$ cat config.mk
export PLATFORM = sky130hd
export DESIGN_NAME = hpdcache_fifo_rr_sched
export DESIGN_NICKNAME = d
export VERILOG_FILES = /design/src/rtl/hpdcache_fifo_rr_sched.sv
export SDC_FILE = /design/constraint.sdc
export NUM_CORES = 1
export LEC_CHECK = 0
export CAP_MARGIN = 20
export CELL_PAD_IN_SITES_DETAIL_PLACEMENT = 1
export CELL_PAD_IN_SITES_GLOBAL_PLACEMENT = 1
export CORE_MARGIN = 1
export CORE_UTILIZATION = 53
export CTS_BUF_LIST = sky130_fd_sc_hd__clkbuf_2
export DETAILED_ROUTE_END_ITERATION = 8
export HOLD_SLACK_MARGIN = 0.15
export PLACE_DENSITY_LB_ADDON = 0.1
export RECOVER_POWER = 25
export SYNTH_ARGS = -nofsm -noshare
export SYNTH_HDL_FRONTEND = slang
export SYNTH_SLANG_ARGS = --single-unit
$ cat constraint.sdc
create_clock -name clk_i -period 5.65 [get_ports clk_i]
set_input_delay 1.13 -clock clk_i [delete_from_list [all_inputs] [get_ports clk_i]]
set_output_delay 1.13 -clock clk_i [all_outputs]
set_load 0.01 [all_outputs]
$ cat src/rtl/hpdcache_fifo_rr_sched.sv
// Round-robin scheduler draining N_REQ per-requester register FIFOs onto one valid/ready port.
// A grant is held across up to BURST pops, and the output stays stable while the consumer stalls.

module hpdcache_fifo_rr_sched_chk #(
  parameter int unsigned N_REQ = 4,
  parameter int unsigned ID_W  = 2
) (
  input logic             clk_i,
  input logic             rst_i,
  input logic [N_REQ-1:0] push,
  input logic [N_REQ-1:0] pop,
  input logic [N_REQ-1:0] full,
  input logic [N_REQ-1:0] empty,
  input logic             lock,
  input logic [ID_W-1:0]  gnt
);
  a_no_overflow: assert property (@(posedge clk_i) disable iff (rst_i)
    ((push & full & ~pop) == '0));
  a_no_underflow: assert property (@(posedge clk_i) disable iff (rst_i)
    ((pop & empty) == '0));
  a_gnt_range: assert property (@(posedge clk_i) disable iff (rst_i)
    lock |-> (int'(gnt) < int'(N_REQ)));
endmodule

module hpdcache_fifo_rr_sched #(
  parameter int unsigned N_REQ       = 4,
  parameter int unsigned FIFO_DEPTH  = 4,
  parameter int unsigned BURST       = 1,
  parameter type         fifo_data_t = logic
) (
  input  logic                     clk_i,
  input  logic                     rst_i,
  input  logic [N_REQ-1:0]         req_w_i,
  output logic [N_REQ-1:0]         req_wok_o,
  input  fifo_data_t [N_REQ-1:0]   req_wdata_i,
  input  logic                     r_i,
  output logic                     rok_o,
  output fifo_data_t               rdata_o,
  output logic [$clog2(N_REQ)-1:0] rid_o
);
  localparam int unsigned ID_W   = $clog2(N_REQ);
  localparam int unsigned PTR_W  = $clog2(FIFO_DEPTH);
  localparam int unsigned CNT_W  = $clog2(FIFO_DEPTH + 1);
  localparam int unsigned BCNT_W = $clog2(BURST + 1);

  typedef enum logic [0:0] {IDLE = 1'b0, LOCKED = 1'b1} state_e;

  state_e                 state_r, state_n;
  logic [ID_W-1:0]        gnt_r, gnt_n, ptr_r, ptr_n, scan_sel_s, sel_s;
  logic [ID_W:0]          sum_s;
  logic [BCNT_W-1:0]      bcnt_r, bcnt_n, bcnt_inc_s;
  logic [N_REQ-1:0]       full_s, empty_s, one_s, push_s, pop_s;
  fifo_data_t [N_REQ-1:0] head_s;
  logic                   rok_s, pop_any_s, last_s;

  function automatic logic [PTR_W-1:0] ptr_inc(input logic [PTR_W-1:0] p);
    if (p == PTR_W'(FIFO_DEPTH - 1)) return '0;
    else return p + PTR_W'(1);
  endfunction

  function automatic logic [ID_W-1:0] id_inc(input logic [ID_W-1:0] p);
    if (p == ID_W'(N_REQ - 1)) return '0;
    else return p + ID_W'(1);
  endfunction

  for (genvar i = 0; i < N_REQ; i++) begin : g_queue
    fifo_data_t       mem_r [FIFO_DEPTH];
    logic [PTR_W-1:0] wptr_r, rptr_r;
    logic [CNT_W-1:0] cnt_r;

    assign full_s[i]  = (cnt_r == CNT_W'(FIFO_DEPTH));
    assign empty_s[i] = (cnt_r == CNT_W'(0));
    assign one_s[i]   = (cnt_r == CNT_W'(1));
    assign head_s[i]  = mem_r[rptr_r];

    // Payload storage; not reset, occupancy alone decides which entries are live
    always_ff @(posedge clk_i) begin
      if (push_s[i]) mem_r[wptr_r] <= req_wdata_i[i];
    end

    // Queue pointers and occupancy
    always_ff @(posedge clk_i) begin
      if (rst_i) begin
        wptr_r <= '0;
        rptr_r <= '0;
        cnt_r  <= '0;
      end else begin
        if (push_s[i]) wptr_r <= ptr_inc(wptr_r);
        if (pop_s[i])  rptr_r <= ptr_inc(rptr_r);
        case ({push_s[i], pop_s[i]})
          2'b10:   cnt_r <= cnt_r + CNT_W'(1);
          2'b01:   cnt_r <= cnt_r - CNT_W'(1);
          default: cnt_r <= cnt_r;
        endcase
      end
    end
  end

  // Round-robin scan: first non-empty queue at or after ptr_r (lowest offset wins)
  always_comb begin
    scan_sel_s = ptr_r;
    sum_s      = '0;
    for (int k = int'(N_REQ) - 1; k >= 0; k--) begin
      sum_s = {1'b0, ptr_r} + (ID_W+1)'(k);
      if (sum_s >= (ID_W+1)'(N_REQ)) sum_s = sum_s - (ID_W+1)'(N_REQ);
      else sum_s = sum_s;
      if (!empty_s[sum_s[ID_W-1:0]]) scan_sel_s = sum_s[ID_W-1:0];
      else scan_sel_s = scan_sel_s;
    end
  end

  // Selection, handshake and per-queue push/pop strobes; a full queue accepts a push when popped
  always_comb begin
    sel_s     = (state_r == LOCKED) ? gnt_r : scan_sel_s;
    rok_s     = ~rst_i & ~empty_s[sel_s];
    pop_any_s = rok_s & r_i;
    pop_s     = '0;
    push_s    = '0;
    for (int i = 0; i < int'(N_REQ); i++) begin
      pop_s[i]  = pop_any_s & (sel_s == ID_W'(i));
      push_s[i] = ~rst_i & req_w_i[i] & (~full_s[i] | pop_s[i]);
    end
  end

  // Output drive; everything forced quiet while reset is asserted
  always_comb begin
    req_wok_o = rst_i ? '0 : ~full_s;
    rok_o     = rok_s;
    rid_o     = rst_i ? '0 : (rok_s ? sel_s : ptr_r);
    rdata_o   = head_s[sel_s];
  end

  // Grant state: lock on a stalled head, continue bursts, rotate past sel when done
  always_comb begin
    state_n    = state_r;
    gnt_n      = gnt_r;
    ptr_n      = ptr_r;
    bcnt_n     = bcnt_r;
    bcnt_inc_s = bcnt_r + BCNT_W'(1);
    last_s     = one_s[sel_s] & ~push_s[sel_s];
    case (state_r)
      IDLE: begin
        if (rok_s && !r_i) begin
          state_n = LOCKED;
          gnt_n   = sel_s;
        end else begin
          state_n = IDLE;
        end
      end
      LOCKED:  state_n = LOCKED;
      default: state_n = IDLE;
    endcase
    if (pop_any_s) begin
      if ((bcnt_inc_s == BCNT_W'(BURST)) || last_s) begin
        state_n = IDLE;
        ptr_n   = id_inc(sel_s);
        bcnt_n  = '0;
      end else begin
        state_n = LOCKED;
        gnt_n   = sel_s;
        bcnt_n  = bcnt_inc_s;
      end
    end else begin
      bcnt_n = bcnt_r;
    end
  end

  // Grant state registers
  always_ff @(posedge clk_i) begin
    if (rst_i) begin
      state_r <= IDLE;
      gnt_r   <= '0;
      ptr_r   <= '0;
      bcnt_r  <= '0;
    end else begin
      state_r <= state_n;
      gnt_r   <= gnt_n;
      ptr_r   <= ptr_n;
      bcnt_r  <= bcnt_n;
    end
  end

  hpdcache_fifo_rr_sched_chk #(.N_REQ(N_REQ), .ID_W(ID_W)) u_chk (
    .clk_i (clk_i),
    .rst_i (rst_i),
    .push  (push_s),
    .pop   (pop_s),
    .full  (full_s),
    .empty (empty_s),
    .lock  (state_r == LOCKED),
    .gnt   (gnt_r)
  );
endmodule

After elaboration in Yosys (flattened, before gate mapping)
Memory sizes are Yosys's and may differ from the RTL's. A register that Yosys moved wholly into a read port is not among the register bits.
Index checks and enable logic that the tools add are counted.
{ "totals": {"ff_bits": 34, "latch_bits": 0, "ram_bits": 16, "mem_bits_ro": 0, "in_bits": 11, "out_inout_bits": 8, "elab_cells": 188, "mem_count": 4} }
{ "classes": {"n_addsub": 25, "n_mul": 0, "div": 0, "magnitude_cmp": 9, "n_eq_ne": 27, "n_shift": 0, "muxes": 66, "bitwise_logic": 28, "reduce_logical": 13} }
{ "memory_table": {"columns": ["name", "words", "width", "read_ports", "rd_ports_with_merged_regs", "write_ports", "line_no", "text"], "rows": [
  ["g_queue[0].mem_r", 4, 1, 1, 1, 1, "67", "fifo_data_t mem_r [FIFO_DEPTH];"],
  ["g_queue[1].mem_r", 4, 1, 1, 1, 1, "67", null],
  ["g_queue[2].mem_r", 4, 1, 1, 1, 1, "67", null],
  ["g_queue[3].mem_r", 4, 1, 1, 1, 1, "67", null]
]} }
{ "op_table": {"columns": ["cell", "n"], "rows": [
  ["$mux W2", 32],
  ["$eq A2 B2 Y1 const B", 14],
  ["$pmux W3 S2", 4],
  ["$mux W1", 20],
  ["$add A2 B1 Y2 const B", 9],
  ["$bmux W1 S2", 8],
  ["$and A1 B1 Y1", 15],
  ["$lt A2 B3 Y1 const B", 5],
  ["$add A3 B1 Y3 const B", 4],
  ["$eq A3 B1 Y1 const B", 4],
  ["$eq A3 B3 Y1 const B", 4],
  ["$logic_not A3 Y1", 4],
  ["$sub A3 B1 Y3 const B", 4],
  ["$eq A2 B1 Y1 const B", 5],
  ["$ge A3 B3 Y1 const B", 3],
  ["$not A1 Y1", 8],
  ["$reduce_bool A2 Y1", 4],
  ["$sub A2 B1 Y2 const B", 4],
  ["$add A2 B2 Y3 const B", 2],
  ["$mux W4", 1],
  ["$not A4 Y4", 1],
  ["$or A1 B1 Y1", 4],
  ["$add A2 B1 Y3 const B", 1],
  ["$ge A2 B3 Y1 const B", 1],
  ["7 further kinds", 7]
]} }

Logic depth before layout (Yosys ltp)
Gate-level depths: netlist of run 1.
{ "logic_depth": {"word_depth": 25, "mapped_depth": 17} }

Worst setup path after synthesis of run 1
No wires, ideal clock.
{ "synth_path": {"path_kind": "register to register", "start": "register g_queue[0].cnt_r[0]", "end": "register g_queue[0].cnt_r[2]", "arrival_ps": 3511, "required_ps": 5580, "setup_slack_ps": 2069, "stages_incl_launch_ff": 17, "path_buffers": 2, "period_less_slack_ps": 3581, "cell_sequence": "dfxtp_1 inv_1 ha_1 nor2b_2 nor2_1 o21ai_1 a31oi_4 clkbuf_1 ha_1 nand2_1 nor3b_1 nand4_1 and2_1 clkbuf_1 ha_1 or3_1 a21oi_1"} }
{ "synth_between": {"elab_chain_cells": 18, "elab_cells_between_ends": 31, "classes_between": "add/sub: 2; eq/ne: 3; mux: 16; bitwise: 7; reduce/logical: 3"} }
{ "synth_rtl": {"columns": ["element", "line_no", "text"], "rows": [
  ["from (decl)", "69", "logic [CNT_W-1:0] cnt_r;"],
  ["from (signal assigned)", "91", "2'b10: cnt_r <= cnt_r + CNT_W'(1);"],
  ["from (signal assigned)", "92", "2'b01: cnt_r <= cnt_r - CNT_W'(1);"],
  ["from (signal assigned)", "93", "default: cnt_r <= cnt_r;"],
  ["$logic_not A3 Y1", "72", "assign empty_s[i] = (cnt_r == CNT_W'(0));"],
  ["$bmux W1 S2", "107", "if (!empty_s[sum_s[ID_W-1:0]]) scan_sel_s = sum_s[ID_W-1:0];"],
  ["$mux W1 (not written as such)", "107", null],
  ["$mux W2 (4 in series)", "107", null],
  ["$mux W2", "114", "sel_s = (state_r == LOCKED) ? gnt_r : scan_sel_s;"],
  ["$bmux W1 S2", "115", "rok_s = ~rst_i & ~empty_s[sel_s];"],
  ["$mux W1 (not written as such)", "115", null],
  ["$not A1 Y1", "115", null],
  ["$and A1 B1 Y1", "115", null],
  ["$and A1 B1 Y1", "116", "pop_any_s = rok_s & r_i;"],
  ["$and A1 B1 Y1", "120", "pop_s[i] = pop_any_s & (sel_s == ID_W'(i));"],
  ["$or A1 B1 Y1", "121", "push_s[i] = ~rst_i & req_w_i[i] & (~full_s[i] | pop_s[i]);"],
  ["$and A1 B1 Y1", "121", null],
  ["$eq A2 B1 Y1 / $eq A2 B2 Y1 (equally long branches)", "90", "case ({push_s[i], pop_s[i]})"],
  ["$pmux W3 S2 / $reduce_bool A2 Y1 (equally long branches)", null, null]
]} }
Several ways; a longest one is shown, not always the timed one. The select of a mux whose other input is x is not followed.
A chain may end at the register's enable or synchronous reset.

Final worst setup path of run 1
{ "layout_path": {"start": "register g_queue[0].cnt_r[0]", "end": "output port rok_o"} }
{ "layout_between": {"elab_chain_cells": 12, "elab_cells_between_ends": 18, "classes_between": "mux: 15; bitwise: 2; reduce/logical: 1"} }
{ "layout_rtl": {"columns": ["element", "line_no", "text"], "rows": [
  ["$logic_not A3 Y1 (*)", "72", null],
  ["$bmux W1 S2", "107", null],
  ["$mux W1 (not written as such)", "107", null],
  ["$mux W2 (4 in series)", "107", null],
  ["$mux W2", "114", null],
  ["$bmux W1 S2 (*)", "115", null],
  ["$mux W1 (not written as such) (*)", "115", null],
  ["$not A1 Y1 (*)", "115", null],
  ["$and A1 B1 Y1 (*)", "115", null],
  ["to (decl)", "37", "output logic rok_o,"]
]} }
Every way passes the cells marked *; elsewhere a longest branch is shown, timed or not. The select of a mux whose other input is x is not followed.

==> impl_metrics.py, run 1 <==
metrics = {
    "run_status": {
        "status": "finished, final reports clean",
    },
    "timing": {
        "worstMarginPinSlew_ns": 0.7323,
        "period_share_pct": 82.49,
        "final-setup-viol-count": 0,
        "period_minus_slack_ns": 4.661,
        "drv_slew": 0,
        "finalClockSkew_ns": 0.02019,
        "fin_tns_setup_ns": 0,
        "grt_setup_unrepaired": "false",
        "hold_viol_final": 0,
        "slew_headroom_pct": 50.81,
        "clock.fmax_mhz": 214.6,
    },
    "cts": {
        "clock_latency_ns": 0.47,
        "tritoncts": "built",
        "cts_buffers": 9,
        "post_cts_resized": 0,
        "post-cts-setup-buffers": 0,
        "clockBufferDepth": 2,
        "htree_levels": 3,
        "cts_hold_buf": 0,
        "clk_pin_slew_ns": 0.18,
        "clock-root-buffer": "clkbuf_2",
        "clock_sinks": 58,
    },
    "logic_synthesis": {
        "ys_async_sr_fraction_pct": 0,
        "ys_types": 55,
        "syn_nets": 407,
        "synth_edf_count": 16,
        "synthTopCellsByCount": "43 x ha_1, 42 x dfxtp_1, 42 x nor2_1",
        "synth-seq-area-share_pct": 38.34,
        "netlist_instances": 353,
        "avgSynthCellArea_um2": 9.761,
        "ys_warn_count": 0,
        "netlist_area_mm2": 0.003446,
        "ys_seq_elements": 58,
        "ys.flop_type": "dfxtp_1",
        "synth_most_common_cell": "ha_1",
        "synth_top_cell_by_area": "dfxtp_1",
        "yosys-top-cells-area": "dfxtp_1 24%, ha_1 16%, edfxtp_1 14%",
        "synth_top_area_share_pct": 24.40,
    },
    "final_layout": {
        "insertedDiodeCount": 0,
        "syn2layout_area_growth_pct": 10.24,
        "layout-drive-gt1-share_pct": 8.995,
        "final_core_util_pct": 60.17,
        "fin_nets": 427,
    },
    "floorplanning": {
        "die_area_mm2": 0.006828,
        "initial_core_util_pct": 54.58,
        "num_rows": 29,
        "core_mm2": 0.006314,
        "die_y_um": 82.63,
        "ios": 19,
        "die_w_um": 82.63,
    },
    "routing": {
        "drc": 0,
        "drtIter0Drc": 80,
        "dr.pass1.iters": 5,
        "via_per_inst": 5.554,
        "avgRoutedWirePerCell_um": 16.01,
        "ant_nets": 0,
        "drt-total-wl_um": 7286,
        "routed-via-count": 2527,
    },
    "power_and_ir_drop": {
        "clkPwrFrac_pct": 19.0,
        "pwr-share-seq_pct": 33.5,
        "p_leak_nw": 1.543,
        "p_switching_mw": 0.6669,
        "power_density_mw_per_mm2": 422.7,
        "pwr-share-comb_pct": 47.5,
        "p_int_mw": 0.9387,
        "max-vdd-ir-drop_uv": 265.5,
        "p_sw_share_pct": 41.54,
        "p_total_mw": 1.606,
    },
    "global_routing": {
        "overflow": 0,
        "grt_pass1_wl_um": 11960,
        "grt_max_degree": 26,
        "grt_usage_pct": 23.74,
        "grt_pass1_vias": 2508,
        "antenna_found_initial": 0,
    },
    "worst_setup_path": {
        "path_max_fanout": 17,
        "cp-start-kind": "flop",
        "slowest_stage": "clkdlybuf4s50_1",
        "cp_cell_sequence": "inv_1, ha_1, nor2b_2, nor2_1, o21ai_0, a31oi_4, a31oi_4, nor2_1, clkdlybuf4s50_1",
        "critical-path-max-stage-delay_ns": 0.58,
        "end_kind": "primary output",
        "crit_type": "reg -> out",
        "arrival_ns": 3.53,
        "rr_worst_depth": 14,
        "cp.required_ns": 4.52,
    },
    "place": {
        "gp_congestion": 0.7600,
        "hpwl_um": 5442,
        "portBuffers": 18,
    },
    "flow_run": {
        "drv_cap": 0,
    },
    "worst_hold_path": {
        "hold_path_class": "reg -> reg",
        "hold_depth": 2,
    },
}
## per-layer routing
| layer | part of all wire (%) | track usage (%) | vias to the layer above |
|---|---|---|---|
| li1 | - | - | 1252 |
| met1 | 45 | 29.75 | 1229 |
| met2 | 50 | 40.83 | 37 |
| met3 | 3.2 | 4.945 | 9 |
| met4 | 1.3 | 7.414 | 0 |
| met5 | 0 | 0 | - |
## final cells by class
cell class                      count  area, µm²
Clock buffer                       10      50.05
Clock inverter                      6      81.33
Fill cell                         734       2515
Inverter                           31      116.4
Multi-Input combinational cell    254       1951
Sequential cell                    58       1321
Tap cell                           77      96.34
Timing Repair Buffer               19      182.7
## cells in the final DEF (no fill, tap or decap), drive strengths merged, types with 8 or more instances in the layout
cell type      count
a211oi             8
a21oi             17
and2              12
clkbuf            10
clkdlybuf4s50     13
dfxtp             42
edfxtp            16
ha                43
inv               31
mux2i             17
nand2             26
nor2              42
nor2b              9
o21ai             13
## path summary, 6_finish.rpt
kind                                     startpoint                  end  slack [ns]
worst max-delay path            g_queue[0].cnt_r[0]                rok_o        0.99
worst min-delay path                       gnt_r[0]             gnt_r[0]        0.47
worst max register to register  g_queue[0].cnt_r[0]  g_queue[0].cnt_r[2]        1.69
worst min register to register             gnt_r[0]             gnt_r[0]        0.47
## power groups by stage
stage,Combinational [mW],Sequential [mW],Clock [mW]
detailed placement,0.772,0.547,0
global route,0.850,0.548,0.330
floorplan,0.589,0.531,0
finish,0.762,0.538,0.305
CTS,0.777,0.538,0.312
global placement,0.743,0.543,0
## per-stage QoR
step	hold WS, ns	setup slack, ns	area (µm²)	cells
finish	0.4714	0.9895	3799	455
CTS	0.4745	1.012	3810	455
floorplan	0.4301	2.069	3446	353
detailed placement	0.4506	1.555	3679	439
global route	0.4886	0.7233	3799	455
global placement	0.4468	1.672	3679	439
## kinds of logic after synthesis
group / Yosys count / synth area share (%)
XOR/XNOR: 7 / 1.779
AND/OR/NAND/NOR: 120 / 18.30
AO/OA/AOI/OAI: 60 / 12.60
multiplexers: 24 / 8.642
buffers and inverters: 41 / 4.720
adder cells (fa/ha/maj): 43 / 15.61
flip-flops: 58 / 38.34
## critical path: cells and delay by family, from the launching register on
family	cells	cell delay, ns
AO/OA/AOI/OAI	3	1.05
AND/OR/NAND/NOR	3	0.70
flip-flops	1	0.43
buffers and inverters	2	0.66
adder cells (fa/ha/maj)	1	0.24
Note: power is estimated with default switching activity, not from simulation.
==> run 2, diff against run 1 <==
--- a/config.mk
+++ b/config.mk
@@ -9,7 +9,7 @@
 export CELL_PAD_IN_SITES_DETAIL_PLACEMENT = 1
 export CELL_PAD_IN_SITES_GLOBAL_PLACEMENT = 1
 export CORE_MARGIN = 1
-export CORE_UTILIZATION = 53
+export CORE_UTILIZATION = 44
 export CTS_BUF_LIST = sky130_fd_sc_hd__clkbuf_2
 export DETAILED_ROUTE_END_ITERATION = 8
 export HOLD_SLACK_MARGIN = 0.15
==> constraint.sdc (replaced) <==
create_clock -name clk_i -period 4.2 [get_ports clk_i]
set_input_delay 0.84 -clock clk_i [delete_from_list [all_inputs] [get_ports clk_i]]
set_output_delay 0.84 -clock clk_i [all_outputs]
set_load 0.01 [all_outputs]
==> run 2 against run 1 <==
Compared with the run above: worst hold slack improved by 0.0095 ns; cell count up 7.0%; sequential cell count unchanged; global-route usage is 3.9 points lower; power up 46%; via count increased by 2.9%; utilization shrank 6.6 points; combinational power up 57%.
==> impl_metrics.py, run 2 (same netlist as run 1, synthesis figures left out) <==
metrics = {
    "worst_setup_path": {
        "critical-path-max-stage-delay_ns": 0.59,
        "r2r_end": "g_queue[0].cnt_r[2]",
        "path_max_fanout": 7,
        "arrival_ns": 3.20,
        "rr_startpoint": "g_queue[0].cnt_r[0]",
        "rr_worst_depth": 17,
        "slowest_stage": "clkdlybuf4s50_1",
        "end_kind": "primary output",
        "regToRegSetupSlack_ns": 0.34,
        "critPathTopFamily": "compound AO/OA/AOI/OAI gates",
        "crit_type": "reg -> out",
        "cp-start-kind": "flop",
        "crit_buf_inv": 2,
        "path_depth": 9,
        "cp_cell_sequence": "inv_1, ha_1, nor2b_2, o21bai_1, a211o_1, a21bo_1, a31oi_4, nor2_1, clkdlybuf4s50_1",
        "cp.required_ns": 3.36,
    },
    "timing": {
        "period_share_pct": 96.19,
        "whs_ns": 0.4810,
        "period_minus_slack_ns": 4.040,
        "drv_slew": 0,
        "hold_viol_final": 0,
        "clock.fmax_mhz": 247.5,
        "worstMarginPinSlew_ns": 0.5776,
        "final-setup-viol-count": 0,
        "slew_headroom_pct": 61.49,
        "finalClockSkew_ns": 0.01414,
    },
    "routing": {
        "via_per_inst": 5.339,
        "routed-via-count": 2600,
        "drtIter0Drc": 86,
        "ant_nets": 0,
        "drt-total-wl_um": 7604,
        "avgRoutedWirePerCell_um": 15.61,
        "dr.pass1.iters": 4,
        "drc": 0,
    },
    "global_routing": {
        "grt_pass1_vias": 2704,
        "grt_pass1_wl_um": 12770,
        "grt_usage_pct": 19.80,
        "antenna_found_initial": 0,
        "grt_max_degree": 26,
        "overflow": 0,
    },
    "cts": {
        "htree_levels": 3,
        "clk_pin_slew_ns": 0.18,
        "clock_latency_ns": 0.48,
        "cts_buffers": 9,
        "clockBufferDepth": 2,
        "cts_hold_buf": 0,
        "clock_sinks": 58,
        "tritoncts": "built",
        "clock-root-buffer": "clkbuf_2",
    },
    "final_layout": {
        "layout-drive-gt1-share_pct": 13.40,
        "final_core_util_pct": 53.59,
        "fin_nets": 437,
        "insertedDiodeCount": 0,
        "mostFrequentLayoutCells": "43 x ha_1, 41 x nor2_1, 39 x dfxtp_1",
        "syn2layout_area_growth_pct": 15.21,
        "final_common_cell": "ha_1",
    },
    "power_and_ir_drop": {
        "power_density_mw_per_mm2": 590.0,
        "p_leak_nw": 1.616,
        "max-vdd-ir-drop_uv": 224.6,
        "p_total_mw": 2.342,
    },
    "floorplanning": {
        "die_area_mm2": 0.008189,
        "core_mm2": 0.007408,
        "initial_core_util_pct": 46.51,
        "num_rows": 31,
        "ios": 19,
        "die_w_um": 90.50,
        "die_y_um": 90.50,
    },
    "run_status": {
        "status": "finished, final reports clean",
    },
    "worst_hold_path": {
        "min_from": "gnt_r[0]",
        "hold_depth": 2,
        "hold_path_class": "reg -> reg",
        "whs_endpoint": "gnt_r[0]",
    },
    "place": {
        "portBuffers": 18,
        "hpwl_um": 5310,
        "gp_congestion": 0.8333,
    },
    "flow_run": {
        "drv_cap": 0,
    },
}
## run 2: changes by cell type in the layout (fill, tap and decap cells not counted), sizes merged
cell,previous run,this run
buf,2,11
a31oi,4,5
## run 2: area by class of cell
type                    instances  area, µm²
fillers                       861       3438
multi-input cells             255       1998
flip-flops and latches         58       1325
repair buffers                 28      275.3
well taps                      99      123.9
inverters                      31      116.4
clock inverters                 6      81.33
clock buffers                  10      50.05
## run 2: through the flow
step | cell area, µm² | cells | setup WS (ns) | setup TNS [ns]
final | 3970 | 487 | 0.1602 | 0
after detailed placement | 3734 | 463 | 0.4041 | 0
after global routing | 3970 | 487 | -0.05410 | -0.1750
after CTS | 3908 | 483 | 0.03966 | 0
after global placement | 3734 | 463 | 0.5536 | 0
after floorplan | 3446 | 353 | 0.6189 | 0
## run 2: per-layer routing
layer / routed length (µm) / global-route usage (%)
met3: 169 / 3.788
met1: 3422 / 23.24
met5: 0 / 0
met4: 220 / 7.930
met2: 3792 / 35.23
## run 2: how the worst max path moves through the flow
stage,to,slack [ns],startpoint
4_1_cts,rdata_o,0.04,g_queue[2].cnt_r[1]
3_3_place_gp,rid_o[1],0.55,g_queue[2].cnt_r[1]
5_1_grt,rok_o,-0.05,g_queue[2].cnt_r[1]
3_5_place_dp,g_queue[0].cnt_r[2],0.40,g_queue[0].cnt_r[0]
6_report,rok_o,0.16,g_queue[2].cnt_r[1]
2_1_floorplan,g_queue[0].cnt_r[2],0.62,g_queue[0].cnt_r[0]
## run 2: where the power goes
part           switching, mW  internal (mW)  total (mW)
combinational          0.676          0.526        1.20
clock                  0.217          0.196       0.413
sequential            0.0728          0.656       0.729
## run 2: timing repair
item	CTS	global route
setup buffers	4	3
gates resized for setup	0	9
setup endpoints to repair	1	7
hold endpoints to repair	0	0
cloned	0	1
pin swaps	1	1
## run 2: worst reg2reg max path, cell delays in order, from the launching register on
cell and delay [ns]:
dfxtp_1 0.42, inv_1 0.08, ha_1 0.24, nor2b_4 0.16, nor2_2 0.22, a221oi_2 0.10
buf_4 0.16, a31oi_4 0.26, buf_12 0.15, buf_4 0.14, ha_1 0.16, nand2_1 0.09
nor3b_1 0.33, nand4_1 0.19, and2_1 0.23, ha_1 0.38, or3_1 0.36, a21oi_1 0.14
